[config.mk]
export PLATFORM = sky130hd
export DESIGN_NAME = io_port_ctrl_flat
export DESIGN_NICKNAME = d
export VERILOG_FILES = /design/src/rtl/io_port_ctrl_if.sv /design/src/rtl/io_port_ctrl.sv /design/src/flat_wrapper.sv
export SDC_FILE = /design/constraint.sdc
export NUM_CORES = 1
export LEC_CHECK = 0
export BUFFER_PORTS_ARGS = -buffer_cell sky130_fd_sc_hd__buf_2
export CAP_MARGIN = 20
export CORE_ASPECT_RATIO = 2
export CORE_MARGIN = 8
export CORE_UTILIZATION = 55
export DETAILED_ROUTE_END_ITERATION = 6
export GPL_TIMING_DRIVEN = 1
export PLACE_DENSITY = 0.76
export SLEW_MARGIN = 10
export SYNTH_ARGS = -nofsm -noshare
export SYNTH_HDL_FRONTEND = slang
export SYNTH_SLANG_ARGS = --single-unit
export TNS_END_PERCENT = 30
[constraint.sdc]
create_clock -name clk -period 4.2 [get_ports clk]
set_clock_uncertainty 0.15 [all_clocks]
set_input_delay 0.84 -clock clk [delete_from_list [all_inputs] [get_ports clk]]
set_output_delay 0.84 -clock clk [all_outputs]
set_load 0.02 [all_outputs]
[src/rtl/io_port_ctrl_if.sv]
// Bundle of core-side and device-side signals for io_port_ctrl.
// Latency: none; this is wiring only.
// Backpressure: the core holds in_req until in_ready; device pushes are never stalled.
// Ports: dev_in/enter_in (device in), dev_out/enter_out (device out),
//        in_req/in_ch/in_ready/in_data (core read), new_out/out_ch/out_data (core write),
//        fifo_empty/fifo_full status, overflow only when IO_PORT_OVERFLOW_EN is defined.
interface io_port_ctrl_if #(
  parameter int N_CH   = 4,
  parameter int DATA_W = 32
);
  localparam int CH_W = $clog2(N_CH);

  logic [N_CH*DATA_W-1:0] dev_in;
  logic [N_CH-1:0]        enter_in;
  logic                   in_req;
  logic [CH_W-1:0]        in_ch;
  logic                   in_ready;
  logic [DATA_W-1:0]      in_data;
  logic                   new_out;
  logic [CH_W-1:0]        out_ch;
  logic [DATA_W-1:0]      out_data;
  logic [N_CH*DATA_W-1:0] dev_out;
  logic [N_CH-1:0]        enter_out;
  logic [N_CH-1:0]        fifo_empty;
  logic [N_CH-1:0]        fifo_full;
`ifdef IO_PORT_OVERFLOW_EN
  logic [N_CH-1:0]        overflow;
`endif

  // Core/device side: drives the controller inputs.
  modport master (
    output dev_in, enter_in, in_req, in_ch, new_out, out_ch, out_data,
    input  in_ready, in_data, dev_out, enter_out, fifo_empty,
`ifdef IO_PORT_OVERFLOW_EN
    input  overflow,
`endif
    input  fifo_full
  );

  // Controller side.
  modport slave (
    input  dev_in, enter_in, in_req, in_ch, new_out, out_ch, out_data,
    output in_ready, in_data, dev_out, enter_out, fifo_empty,
`ifdef IO_PORT_OVERFLOW_EN
    output overflow,
`endif
    output fifo_full
  );
endinterface

[src/rtl/io_port_ctrl.sv]
// Multi-channel device I/O controller: per-channel input FIFOs, read FSM, output strobes.
// Latency: read 1 cycle after acceptance when data is buffered; write visible the next cycle.
// Backpressure: in_req is held until in_ready; pushes into a full FIFO are dropped.
// Ports: clk, rst_n (synchronous, active low), bus (io_port_ctrl_if.slave).
// Optional: define IO_PORT_OVERFLOW_EN to add a sticky per-channel bus.overflow flag.
module io_port_ctrl #(
  parameter int N_CH       = 4,
  parameter int DATA_W     = 32,
  parameter int DEPTH      = 4,
  parameter int STROBE_LEN = 1
) (
  input logic           clk,
  input logic           rst_n,
  io_port_ctrl_if.slave bus
);
  localparam int CH_W  = $clog2(N_CH);
  localparam int PTR_W = $clog2(DEPTH);
  localparam int CNT_W = PTR_W + 1;

  typedef enum logic [1:0] {IDLE, WAIT, DELIVER} state_e;

  state_e            state_q, state_d;
  logic [CH_W-1:0]   ch_q, ch_d;
  logic [DATA_W-1:0] in_data_q, in_data_d;
  logic [N_CH-1:0]   enter_prev_q;

  logic [DATA_W-1:0] mem_q    [N_CH][DEPTH];
  logic [PTR_W-1:0]  wr_ptr_q [N_CH];
  logic [PTR_W-1:0]  rd_ptr_q [N_CH];
  logic [CNT_W-1:0]  cnt_q    [N_CH];
  logic [DATA_W-1:0] dev_out_q[N_CH];
  logic [7:0]        strb_q   [N_CH];

  logic [N_CH-1:0]   push, pop, wr_en;
  logic              pop_req;
  logic [CH_W-1:0]   rd_ch;
  logic              rd_avail;
  logic [DATA_W-1:0] rd_head;

  // In IDLE the FSM looks at the live in_ch; afterwards only the latched channel.
  always_comb begin
    rd_ch    = (state_q == IDLE) ? bus.in_ch : ch_q;
    rd_avail = 1'b0;
    rd_head  = '0;
    for (int c = 0; c < N_CH; c++) begin
      if (rd_ch == CH_W'(c)) begin
        rd_avail = (cnt_q[c] != '0);
        rd_head  = mem_q[c][rd_ptr_q[c]];
      end
    end
  end

  always_comb begin
    state_d   = state_q;
    ch_d      = ch_q;
    in_data_d = in_data_q;
    pop_req   = 1'b0;
    case (state_q)
      IDLE: begin
        if (bus.in_req) begin
          ch_d = bus.in_ch;
          if (rd_avail) begin
            state_d   = DELIVER;
            in_data_d = rd_head;
            pop_req   = 1'b1;
          end else begin
            state_d = WAIT;
          end
        end
      end
      WAIT: begin
        if (!bus.in_req) begin
          state_d = IDLE;
        end else if (rd_avail) begin
          state_d   = DELIVER;
          in_data_d = rd_head;
          pop_req   = 1'b1;
        end
      end
      DELIVER: state_d = IDLE;
      default: state_d = IDLE;
    endcase
  end

  // A push into a full FIFO is still accepted when the same channel pops this
  // cycle: the slot being written is the one the head is leaving.
  always_comb begin
    for (int c = 0; c < N_CH; c++) begin
      push[c]  = bus.enter_in[c] & ~enter_prev_q[c];
      pop[c]   = pop_req & (rd_ch == CH_W'(c));
      wr_en[c] = push[c] & ((cnt_q[c] != CNT_W'(DEPTH)) | pop[c]);
    end
  end

  // Storage is not reset; an empty count makes stale words unreachable.
  always_ff @(posedge clk) begin
    for (int c = 0; c < N_CH; c++) begin
      if (wr_en[c]) mem_q[c][wr_ptr_q[c]] <= bus.dev_in[c*DATA_W +: DATA_W];
    end
  end

  always_ff @(posedge clk) begin
    if (!rst_n) begin
      state_q      <= IDLE;
      ch_q         <= '0;
      in_data_q    <= '0;
      // All-ones so a level held high through reset is not seen as an edge.
      enter_prev_q <= '1;
      for (int c = 0; c < N_CH; c++) begin
        wr_ptr_q[c]  <= '0;
        rd_ptr_q[c]  <= '0;
        cnt_q[c]     <= '0;
        dev_out_q[c] <= '0;
        strb_q[c]    <= '0;
      end
    end else begin
      state_q      <= state_d;
      ch_q         <= ch_d;
      in_data_q    <= in_data_d;
      enter_prev_q <= bus.enter_in;
      for (int c = 0; c < N_CH; c++) begin
        if (wr_en[c]) wr_ptr_q[c] <= wr_ptr_q[c] + PTR_W'(1);
        if (pop[c])   rd_ptr_q[c] <= rd_ptr_q[c] + PTR_W'(1);
        if (wr_en[c] && !pop[c])      cnt_q[c] <= cnt_q[c] + CNT_W'(1);
        else if (!wr_en[c] && pop[c]) cnt_q[c] <= cnt_q[c] - CNT_W'(1);
        // A write restarts the strobe even if one is already running.
        if (bus.new_out && (bus.out_ch == CH_W'(c))) begin
          dev_out_q[c] <= bus.out_data;
          strb_q[c]    <= 8'(STROBE_LEN);
        end else if (strb_q[c] != 8'd0) begin
          strb_q[c] <= strb_q[c] - 8'd1;
        end
      end
    end
  end

  logic [N_CH*DATA_W-1:0] dev_out_flat;
  logic [N_CH-1:0]        enter_out_v, empty_v, full_v;

  // Status flags decode the registered counts, so they reflect the last edge.
  always_comb begin
    dev_out_flat = '0;
    enter_out_v  = '0;
    empty_v      = '0;
    full_v       = '0;
    for (int c = 0; c < N_CH; c++) begin
      dev_out_flat[c*DATA_W +: DATA_W] = dev_out_q[c];
      enter_out_v[c] = (strb_q[c] != 8'd0);
      empty_v[c]     = (cnt_q[c] == '0);
      full_v[c]      = (cnt_q[c] == CNT_W'(DEPTH));
    end
  end

  assign bus.in_ready   = (state_q == DELIVER);
  assign bus.in_data    = in_data_q;
  assign bus.dev_out    = dev_out_flat;
  assign bus.enter_out  = enter_out_v;
  assign bus.fifo_empty = empty_v;
  assign bus.fifo_full  = full_v;

`ifdef IO_PORT_OVERFLOW_EN
  logic [N_CH-1:0] ovf_q;

  // A drop in the same cycle as a delivery from that channel keeps the flag set.
  always_ff @(posedge clk) begin
    if (!rst_n) begin
      ovf_q <= '0;
    end else begin
      for (int c = 0; c < N_CH; c++) begin
        if (push[c] && !wr_en[c])                          ovf_q[c] <= 1'b1;
        else if (state_q == DELIVER && ch_q == CH_W'(c))   ovf_q[c] <= 1'b0;
      end
    end
  end

  assign bus.overflow = ovf_q;
`endif
endmodule

[src/flat_wrapper.sv]
// flat-port wrapper written by rule: the top's interface ports become plain ports
module io_port_ctrl_flat 
#(
  parameter int N_CH       = 4,
  parameter int DATA_W     = 32,
  parameter int DEPTH      = 4,
  parameter int STROBE_LEN = 1
)
  (clk, rst_n, bus_dev_in, bus_enter_in, bus_in_req, bus_in_ch, bus_new_out, bus_out_ch, bus_out_data, bus_in_ready, bus_in_data, bus_dev_out, bus_enter_out, bus_fifo_empty, bus_fifo_full);
  io_port_ctrl_if #(.N_CH(N_CH), .DATA_W(DATA_W)) bus_i ();
  input logic clk;
  input logic rst_n;
  input wire logic [$bits(bus_i.dev_in)-1:0] bus_dev_in;
  input wire logic [$bits(bus_i.enter_in)-1:0] bus_enter_in;
  input wire logic [$bits(bus_i.in_req)-1:0] bus_in_req;
  input wire logic [$bits(bus_i.in_ch)-1:0] bus_in_ch;
  input wire logic [$bits(bus_i.new_out)-1:0] bus_new_out;
  input wire logic [$bits(bus_i.out_ch)-1:0] bus_out_ch;
  input wire logic [$bits(bus_i.out_data)-1:0] bus_out_data;
  output wire logic [$bits(bus_i.in_ready)-1:0] bus_in_ready;
  output wire logic [$bits(bus_i.in_data)-1:0] bus_in_data;
  output wire logic [$bits(bus_i.dev_out)-1:0] bus_dev_out;
  output wire logic [$bits(bus_i.enter_out)-1:0] bus_enter_out;
  output wire logic [$bits(bus_i.fifo_empty)-1:0] bus_fifo_empty;
  output wire logic [$bits(bus_i.fifo_full)-1:0] bus_fifo_full;
  assign bus_i.dev_in = bus_dev_in;
  assign bus_i.enter_in = bus_enter_in;
  assign bus_i.in_req = bus_in_req;
  assign bus_i.in_ch = bus_in_ch;
  assign bus_i.new_out = bus_new_out;
  assign bus_i.out_ch = bus_out_ch;
  assign bus_i.out_data = bus_out_data;
  assign bus_in_ready = bus_i.in_ready;
  assign bus_in_data = bus_i.in_data;
  assign bus_dev_out = bus_i.dev_out;
  assign bus_enter_out = bus_i.enter_out;
  assign bus_fifo_empty = bus_i.fifo_empty;
  assign bus_fifo_full = bus_i.fifo_full;
  io_port_ctrl #(.N_CH(N_CH), .DATA_W(DATA_W), .DEPTH(DEPTH), .STROBE_LEN(STROBE_LEN)) u_core (.clk(clk), .rst_n(rst_n), .bus(bus_i));
endmodule
# [Yosys cells after proc, flatten, opt, wreduce, memory -nomap -nowiden]
# Memory sizes are Yosys's and may differ from the RTL's.
# Index checks and enable logic that the tools add are counted.
[word_totals] reg_bits=40 latchBits=0 ramBits=700 romBits=0 in_bits=172 out_inout_bits=173 wordCells=309 mem_count=6
[op_classes] n_addsub=20 multipliers=0 div=0 n_lt_le_gt_ge=12 n_eq_ne=18 n_shift=0 n_mux=150 n_bitwise=56 reduce_logical=43
[memory_table] memory="u_core.mem_q" words=4 width=128 read_ports=4 rd_clocked_by_memory_dff=0 wr=4 line="io_port_ctrl.sv:27" source="logic [DATA_W-1:0] mem_q [N_CH][DEPTH];"
[memory_table] memory="u_core.dev_out_q" words=4 width=32 read_ports=4 rd_clocked_by_memory_dff=0 wr=4 line="io_port_ctrl.sv:31" source="logic [DATA_W-1:0] dev_out_q[N_CH];"
[memory_table] memory="u_core.strb_q" words=4 width=8 read_ports=4 rd_clocked_by_memory_dff=0 wr=4 line="io_port_ctrl.sv:32" source="logic [7:0] strb_q [N_CH];"
[memory_table] memory="u_core.cnt_q" words=4 width=3 read_ports=4 rd_clocked_by_memory_dff=0 wr=4 line="io_port_ctrl.sv:30" source="logic [CNT_W-1:0] cnt_q [N_CH];"
[memory_table] memory="u_core.rd_ptr_q" words=4 width=2 read_ports=4 rd_clocked_by_memory_dff=0 wr=4 line="io_port_ctrl.sv:29" source="logic [PTR_W-1:0] rd_ptr_q [N_CH];"
[memory_table] memory="u_core.wr_ptr_q" words=4 width=2 read_ports=4 rd_clocked_by_memory_dff=0 wr=4 line="io_port_ctrl.sv:28" source="logic [PTR_W-1:0] wr_ptr_q [N_CH];"
[op_table] operator="two-way mux 32 bit" count=20
[op_table] operator="two-way mux 128 bit" count=4
[op_table] operator="binary-select mux 32 bit (select 2 bit)" count=4
[op_table] operator="demux 32 bit (select 2 bit)" count=4
[op_table] operator="two-way mux 1 bit" count=88
[op_table] operator="two-way mux 8 bit" count=8
[op_table] operator="bitwise OR 1 bit" count=32
[op_table] operator="nonzero test 8 bit" count=4
[op_table] operator="subtractor 8 x 1 -> 8 bit (second input constant)" count=4
[op_table] operator="two-way mux 2 bit" count=13
[op_table] operator="greater-or-equal comparator 3 bit (second input constant)" count=8
[op_table] operator="two-way mux 3 bit" count=8
[op_table] operator="inverter 2 -> 3 bit" count=8
[op_table] operator="adder 2 x 1 -> 2 bit (second input constant)" count=8
[op_table] operator="logical AND 1 bit" count=16
[op_table] operator="adder 3 x 1 -> 3 bit (second input constant)" count=4
[op_table] operator="AND 1 bit" count=12
[op_table] operator="equality test 3 bit (second input constant)" count=4
[op_table] operator="zero test 3 bit" count=4
[op_table] operator="< comparator 3 x 1 -> 1 bit (second input constant)" count=4
[op_table] operator="!= test 3 bit (second input constant)" count=4
[op_table] operator="nonzero test 3 bit" count=4
[op_table] operator="subtractor 3 x 1 -> 3 bit (second input constant)" count=4
[op_table] operator="equality test 2 bit (second input constant)" count=5
[op_table] operator="other kinds (10)" count=25

# [Longest topological paths before layout]
# Gate-level depths: netlist of run 1.
[logic_depth] ltp_word=20 depth_mapped=11 ltp_nobuf=8

# [Worst setup path before layout of run 1]
# OpenSTA, ideal clock, no wires.
[synth_timing] path_kind="input-to-reg" from="input bus_out_ch[1]" to="memory u_core.strb_q[0][0] (enable)" setup_ps=330 arrival_ps=2851 required_time_ps=3720 path_slack_ps=869 stages=4 n_path_buf=0 cell_sequence="inv_1 nand2_1 o21ai_1 or2_1"
[synth_rtl] element="start, declared" line="flat_wrapper.sv:18" source="input wire logic [$bits(bus_i.out_ch)-1:0] bus_out_ch;"
[synth_rtl] element="end, declared" line="io_port_ctrl.sv:32"

==> summary.md, run 1 <==
| Metric | Value |
|---|---|
| Max Clock Freq | `0.289 GHz` |
| Final period util | `82.5%` |
| Synth Cell Area | `slightly below 30000 sq um` |
| Max_cap viols | `0` |
| Static Leakage | `12.1 nW` |
| Area after DPL | `31900 sq um` |
| Async set or reset register ratio after synthesis | `0%` |
| Num CTS Buffers | `59` |
| Area of the core | `53200 sq um` |
| CP required | `approximately 3.2 ns` |
| PostCTS Resize Cnt | `0` |
| Commonest cells post-synth | `edfxtp_1 (700), and2_1 (146), mux4_2 (129)` |
| Synth Net Count | `~1800` |
| FF-to-FF Start | `u_core.state_q[1]$_SDFFE_PN0P_` |
| DR WL/cell | `25.4 um` |
| Final nets | `2164` |
| Switching portion of total power | `between 20% and 30%` |
| Clock group share of total power | `34.9%` |
| DP Wirelength | `about 47000 um` |
| DIE WIDTH | `between 150 and 200 um` |
| Power per Cell Area | `485 nW/um^2` |
| Startpoint Class | `flip-flop` |
| Worst-margin pin slew | `1.04 ns` |
| Cells after Synth | `1597` |
| Status | `finished clean` |
| Yosys Warn Count | `0` |
| Initial Utilization | `a little under three fifths` |
| I/O Buffers | `344` |
| Ports | `roughly 350` |
| Dominant synthesized flop cell | `edfxtp_1` |
| Endpoints failing setup | `0` |
| Final Hold Fails | `0` |
| Fin. max-slew vios | `0` |
| Most common cell in the netlist | `edfxtp_1` |
| CTS H-Tree Depth | `2` |
| CTS tree | `done` |
| Drt initial violations | `~1400` |
| Die area | `61400 sq um` |
| Top cells by area, synth | `edfxtp_1 (72%), mux4_2 (9.9%), and2_1 (3.1%)` |
| Clock transition at the registers of the reported paths | `0.07 ns` |
| Crit path DAT | `about 2.5 ns` |
| Worst-Skew Late Latency | `around 0.63 ns` |
| Die height | `~340 um` |
| Mean Syn Cell Area | `about 18 sq um` |
| Crit path capture | `bus_enter_out[2]` |
| Total gr overflow | `0` |
| RSZ-0062 raised after global routing | `false` |
| Share of layout cells above drive strength 1 | `31.0%` |
| Sequential share of power | `between 50% and 60%` |
| Pre-CTS setup slack | `~0.70 ns` |
| Drt drc | `0` |
| R2r worst-path depth | `6` |
| Vias/cell | `5.89` |
| Synth area leader | `edfxtp_1` |
| GRT Overall Usage | `22.3%` |
| Antenna-violating nets left | `0` |
| R2r setup slk | `1.13 ns` |
| Hold buffers post-CTS | `0` |
| Antenna violations before repair | `24` |
| First-pass GRT wire length | `a little over 100000 um` |
| Worst setup EP type | `output pin` |
| FF-to-FF End | `u_core.mem_q[1][48]$_DFFE_PP_` |
| Post-synth EDFFs | `700` |
| Syn-to-layout area delta | `15.8%` |
| Register area share after synthesis | `between 70% and 80%` |
| Crit path kind | `flip-flop to output pin` |
| Max_slew headroom | `a little under a third` |
| Crit Path Max Fanout | `4` |
| Root buffer cell | `clkbuf_16` |
| Synth top area share | `71.6%` |
| Final Instance Area | `between 30000 and 40000 sq um` |
| Final Hold Slack | `0.254 ns` |
| Internal power | `about 12 mW` |
| FF+latch count, synth | `740` |
| Worst setup path start | `u_core.strb_q[2][3]$_SDFFCE_PN0P_` |
| Gpl congestion | `roughly 0.84` |
| PnR Total Power | `around 16 mW` |
| Sw power | `4.10 mW` |
| Via total after detailed routing | `15875` |
| Vias in the first global route | `16222` |
| Setup WS post-layout | `0.737 ns` |
| Pin count of the biggest net entering global routing | `64` |
| Minimum clock period | `3.46 ns` |
| Num Clock Sinks | `740` |
| Setup TNS | `0 ns` |
| Pre-antenna DRT Iters | `7` |
| VDD IR max | `397 uV` |
| Synth cell types | `53` |
| Hold Crit Class | `primary input to flip-flop` |
| Row count | `120` |
| DRT Wirelength | `68600 um` |
| Max Root-Sink Buffers | `3` |
| Post-CTS setup buffers | `0` |
| Combinational fraction of design power | `between 10 and 15%` |
-- registers in the layout, indices dropped and copies added, names as in the netlist --
name	flops
u_core.ch_q	2
u_core.mem_q	512
u_core.cnt_q	12
u_core.rd_ptr_q	8
u_core.state_q	2
u_core.wr_ptr_q	8
u_core.strb_q	32
u_core.dev_out_q	128
u_core.enter_prev_q	4
u_core.bus.in_data	32
-- power by group through the flow --
stage	Sequential (mW)	Combinational [mW]	Clock, mW
after CTS	8.67	2.06	5.86
after floorplan	8.93	1.21	0
final	8.67	2.05	5.75
after global routing	8.70	2.24	6.10
after detailed placement	8.83	2.05	0
after global placement	8.82	2.00	0
-- per-stage QoR --
stage	cells	util (%)
after floorplan	1597	-
after global placement	2571	60.0
after detailed placement	2571	60.0
after CTS	2683	63.8
after global routing	2689	63.9
final	2696	63.9
-- worst max-delay path, stage by stage, from the launching register on --
cell and delay [ns]:
edfxtp_1 0.44, or3_1 0.41, or3_1 0.34, or3b_1 0.43, buf_2 0.22
-- metal layers --
| layer | track usage [%] | wire [um] | vias to the layer above |
|---|---|---|---|
| met3 | 5.14 | 5540 | 159 |
| met1 | 27.8 | 25900 | 8005 |
| met4 | 8.68 | 2550 | 18 |
| met5 | 0 | 119 | - |
| met2 | 37.4 | 34500 | 678 |
| li1 | - | - | 7015 |
-- final cells by class --
type	instances	area [sq um]
clock buffer	69	1510
clock inverter	43	512
antenna	12	30.0
sequential	740	21800
timing repair buffer	388	2080
inverter	38	143
tap	671	840
fill	3647	19200
multi-input combinational	735	7030
-- how the worst min path moves through the flow --
stage | from | end | slack [ns] | cells after the start
finish | bus_enter_in[2] | u_core.enter_prev_q[2]$_SDFF_PN1_ | 0.25 | 2
global route | bus_enter_in[2] | u_core.enter_prev_q[2]$_SDFF_PN1_ | 0.23 | 2
CTS | bus_dev_in[57] | u_core.mem_q[1][25]$_DFFE_PP_ | 0.21 | 1
detailed placement | u_core.bus.in_data[21]$_SDFFE_PN0P_ | u_core.bus.in_data[21]$_SDFFE_PN0P_ | 0.32 | 2
global placement | u_core.bus.in_data[21]$_SDFFE_PN0P_ | u_core.bus.in_data[21]$_SDFFE_PN0P_ | 0.31 | 2
floorplan | u_core.ch_q[1]$_SDFFE_PN0P_ | u_core.ch_q[1]$_SDFFE_PN0P_ | 0.33 | 2
-- layout by cell type, fill, tap and decap left out, types with 30 or more instances in the layout --
cell	netlist	final
clkbuf_16	0	59
inv_1	38	38
and3_1	36	36
mux4_2	129	129
dfxtp_1	40	40
and2_1	146	146
edfxtp_1	700	700
mux2i_1	30	30
buf_4	2	42
a21oi_1	36	36
nor2_1	62	61
buf_2	18	344
-- kinds of logic after synthesis --
kind of cell | synth area share (%)
AOI/OAI and AO/OA | 3.80
xor gates and xnor gates | 0.925
adders and majority gates | 1.36
buffers and inverters | 1.79
DFF | 74.4
muxes | 10.9
and+or+nand+nor | 6.84
Power figures use the tool's default switching activity.
==> run 2: changes to the inputs <==
- clock period: 4.2 -> 3.2 ns (I/O delays scaled with it)
==> summary.md, run 2 (synthesis results as in run 1) <==
| Metric | Value |
|---|---|
| Status | `finished clean` |
| Static Leakage | `~12 nW` |
| Total gr overflow | `0` |
| Hold path endpoint | `u_core.enter_prev_q[1]$_SDFF_PN1_` |
| Antenna-violating nets left | `0` |
| Final Core Density | `64.6%` |
| Switching portion of total power | `24.5%` |
| PnR Total Power | `21.8 mW` |
| VDD IR max | `approximately 620 uV` |
| Max Root-Sink Buffers | `3` |
| Antenna violations before repair | `24` |
| Pin count of the biggest net entering global routing | `62` |
| Gpl congestion | `about 0.86` |
| Clock group share of total power | `35.2%` |
| Die height | `343 um` |
| Crit path kind | `flip-flop to output pin` |
| I/O Buffers | `about 340` |
| DR WL/cell | `25.5 um` |
| Endpoints failing setup | `0` |
| Crit Path Max Fanout | `4` |
| Vias/cell | `5.91` |
| Sw power | `5.35 mW` |
| Setup TNS | `0 ns` |
| Final period util | `97.2%` |
| Hold Crit Class | `primary input to flip-flop` |
| Worst setup EP type | `output pin` |
| CP required | `between 2 and 2.5 ns` |
| Share of layout cells above drive strength 1 | `a little under a third` |
| Most frequent cells in the layout | `edfxtp_1 (700), buf_2 (343), and2_1 (146)` |
| Worst setup path start | `u_core.strb_q[2][3]$_SDFFCE_PN0P_` |
| FF-to-FF Start | `u_core.state_q[0]$_SDFFE_PN0P_` |
| Final Hold Slack | `0.0552 ns` |
| Row count | `between 100 and 150` |
| Sequential share of power | `52.1%` |
| Internal power | `16.5 mW` |
| Final nets | `2170` |
| Die area | `61400 sq um` |
| GRT Overall Usage | `22.2%` |
| CTS tree | `done` |
| Num CTS Buffers | `60` |
| Via total after detailed routing | `between 15000 and 20000` |
| Final Hold Fails | `0` |
| Min-delay src | `bus_enter_in[1]` |
| Filler instances | `roughly 3600` |
| Pre-antenna DRT Iters | `7` |
| DP Wirelength | `between 40000 and 50000 um` |
| R2r worst-path depth | `8` |
| RSZ-0062 raised after global routing | `false` |
| DRT Wirelength | `68900 um` |
| Startpoint Class | `flip-flop` |
| Fin. max-slew vios | `0` |
| Worst-Skew Late Latency | `0.64 ns` |
| Drt drc | `0` |
| Initial Utilization | `55.2%` |
| Max Clock Freq | `about 0.32 GHz` |
| Vias in the first global route | `16174` |
| Crit path DAT | `~2.3 ns` |
| Root buffer cell | `clkbuf_16` |
| Max_slew headroom | `41.8%` |
| Clock transition at the registers of the reported paths | `0.07 ns` |
| Minimum clock period | `about 3.1 ns` |
| Syn-to-layout area delta | `17.0%` |
| Worst-margin pin slew | `0.867 ns` |
| Combinational fraction of design power | `12.7%` |
| DIE WIDTH | `179 um` |
| CTS H-Tree Depth | `2` |
| First-pass GRT wire length | `101000 um` |
| Power per Cell Area | `~640 nW/um^2` |
| Drt initial violations | `1304` |
| FF-to-FF End | `u_core.cnt_q[0][2]$_SDFFCE_PN0P_` |
| Max_cap viols | `0` |
| Ports | `345` |
| R2r setup slk | `0.33 ns` |
| Hold path cells | `2` |
| Area of the core | `53200 sq um` |
| Num Clock Sinks | `740` |
| Largest register FFs | `512` |
| Most common cell after layout, fill and taps aside | `edfxtp_1` |
[run 2: how the worst max path moves through the flow]
stage	endpoint	slack (ns)	cells past startpoint
after global routing	bus_enter_out[2]	0.01	4
after global placement	u_core.cnt_q[0][2]$_SDFFCE_PN0P_	0.26	9
after detailed placement	u_core.cnt_q[0][2]$_SDFFCE_PN0P_	0.23	9
after CTS	bus_enter_out[2]	0.004	4
after floorplan	u_core.strb_q[0][0]$_SDFFCE_PN0P_	0.07	4
final	bus_enter_out[2]	0.09	4
[run 2: stage by stage]
stage	area, sq um	setup WS, ns	instances
floorplan	29300	0.0692	1597
global placement	32200	0.261	2575
detailed placement	32200	0.230	2575
CTS	34300	0.00432	2690
global route	34300	0.0116	2694
finish	34300	0.0899	2705
[run 2: power by group through the flow]
stage / registers [mW] / logic, mW / clock network [mW]
4_1_cts: 11.4 / 2.78 / 7.82
3_3_place_gp: 11.6 / 2.68 / 0
3_5_place_dp: 11.6 / 2.74 / 0
6_report: 11.4 / 2.78 / 7.68
5_1_grt: 11.4 / 3.02 / 8.14
2_1_floorplan: 11.7 / 1.59 / 0
[run 2: worst max-delay path, stage by stage (launching register included)]
cell      delay, ns
edfxtp_1       0.40
or3_4          0.40
or3_4          0.34
or3b_4         0.40
buf_6          0.15
[run 2: cell type report]
class / instances / area [sq um] / area share, %
Antenna cell: 15 / 37.5 / 0.109
Clock buffer: 70 / 1570 / 4.57
Clock inverter: 43 / 504 / 1.47
Inverter: 38 / 143 / 0.416
Multi-Input combinational cell: 735 / 7050 / 20.5
Sequential cell: 740 / 21800 / 63.6
Tap cell: 671 / 840 / 2.45
Timing Repair Buffer: 393 / 2360 / 6.87
[run 2: routing by layer]
| metal | GRT usage [%] | up-vias | routed length, um | part of all wire (%) |
|---|---|---|---|---|
| met5 | 0 | - | 129 | 0.19 |
| met4 | 8.24 | 22 | 2210 | 3.2 |
| met3 | 5.21 | 135 | 5900 | 8.6 |
| met2 | 36.8 | 692 | 34500 | 50 |
| met1 | 28.2 | 8108 | 26100 | 38 |
| li1 | - | 7025 | - | - |
[run 2: repair_timing]
action,in CTS,in global routing
hold buffers,0,0
gates resized for setup,1,4
buffers inserted,2,0
endpoints found under the setup margin,1,1
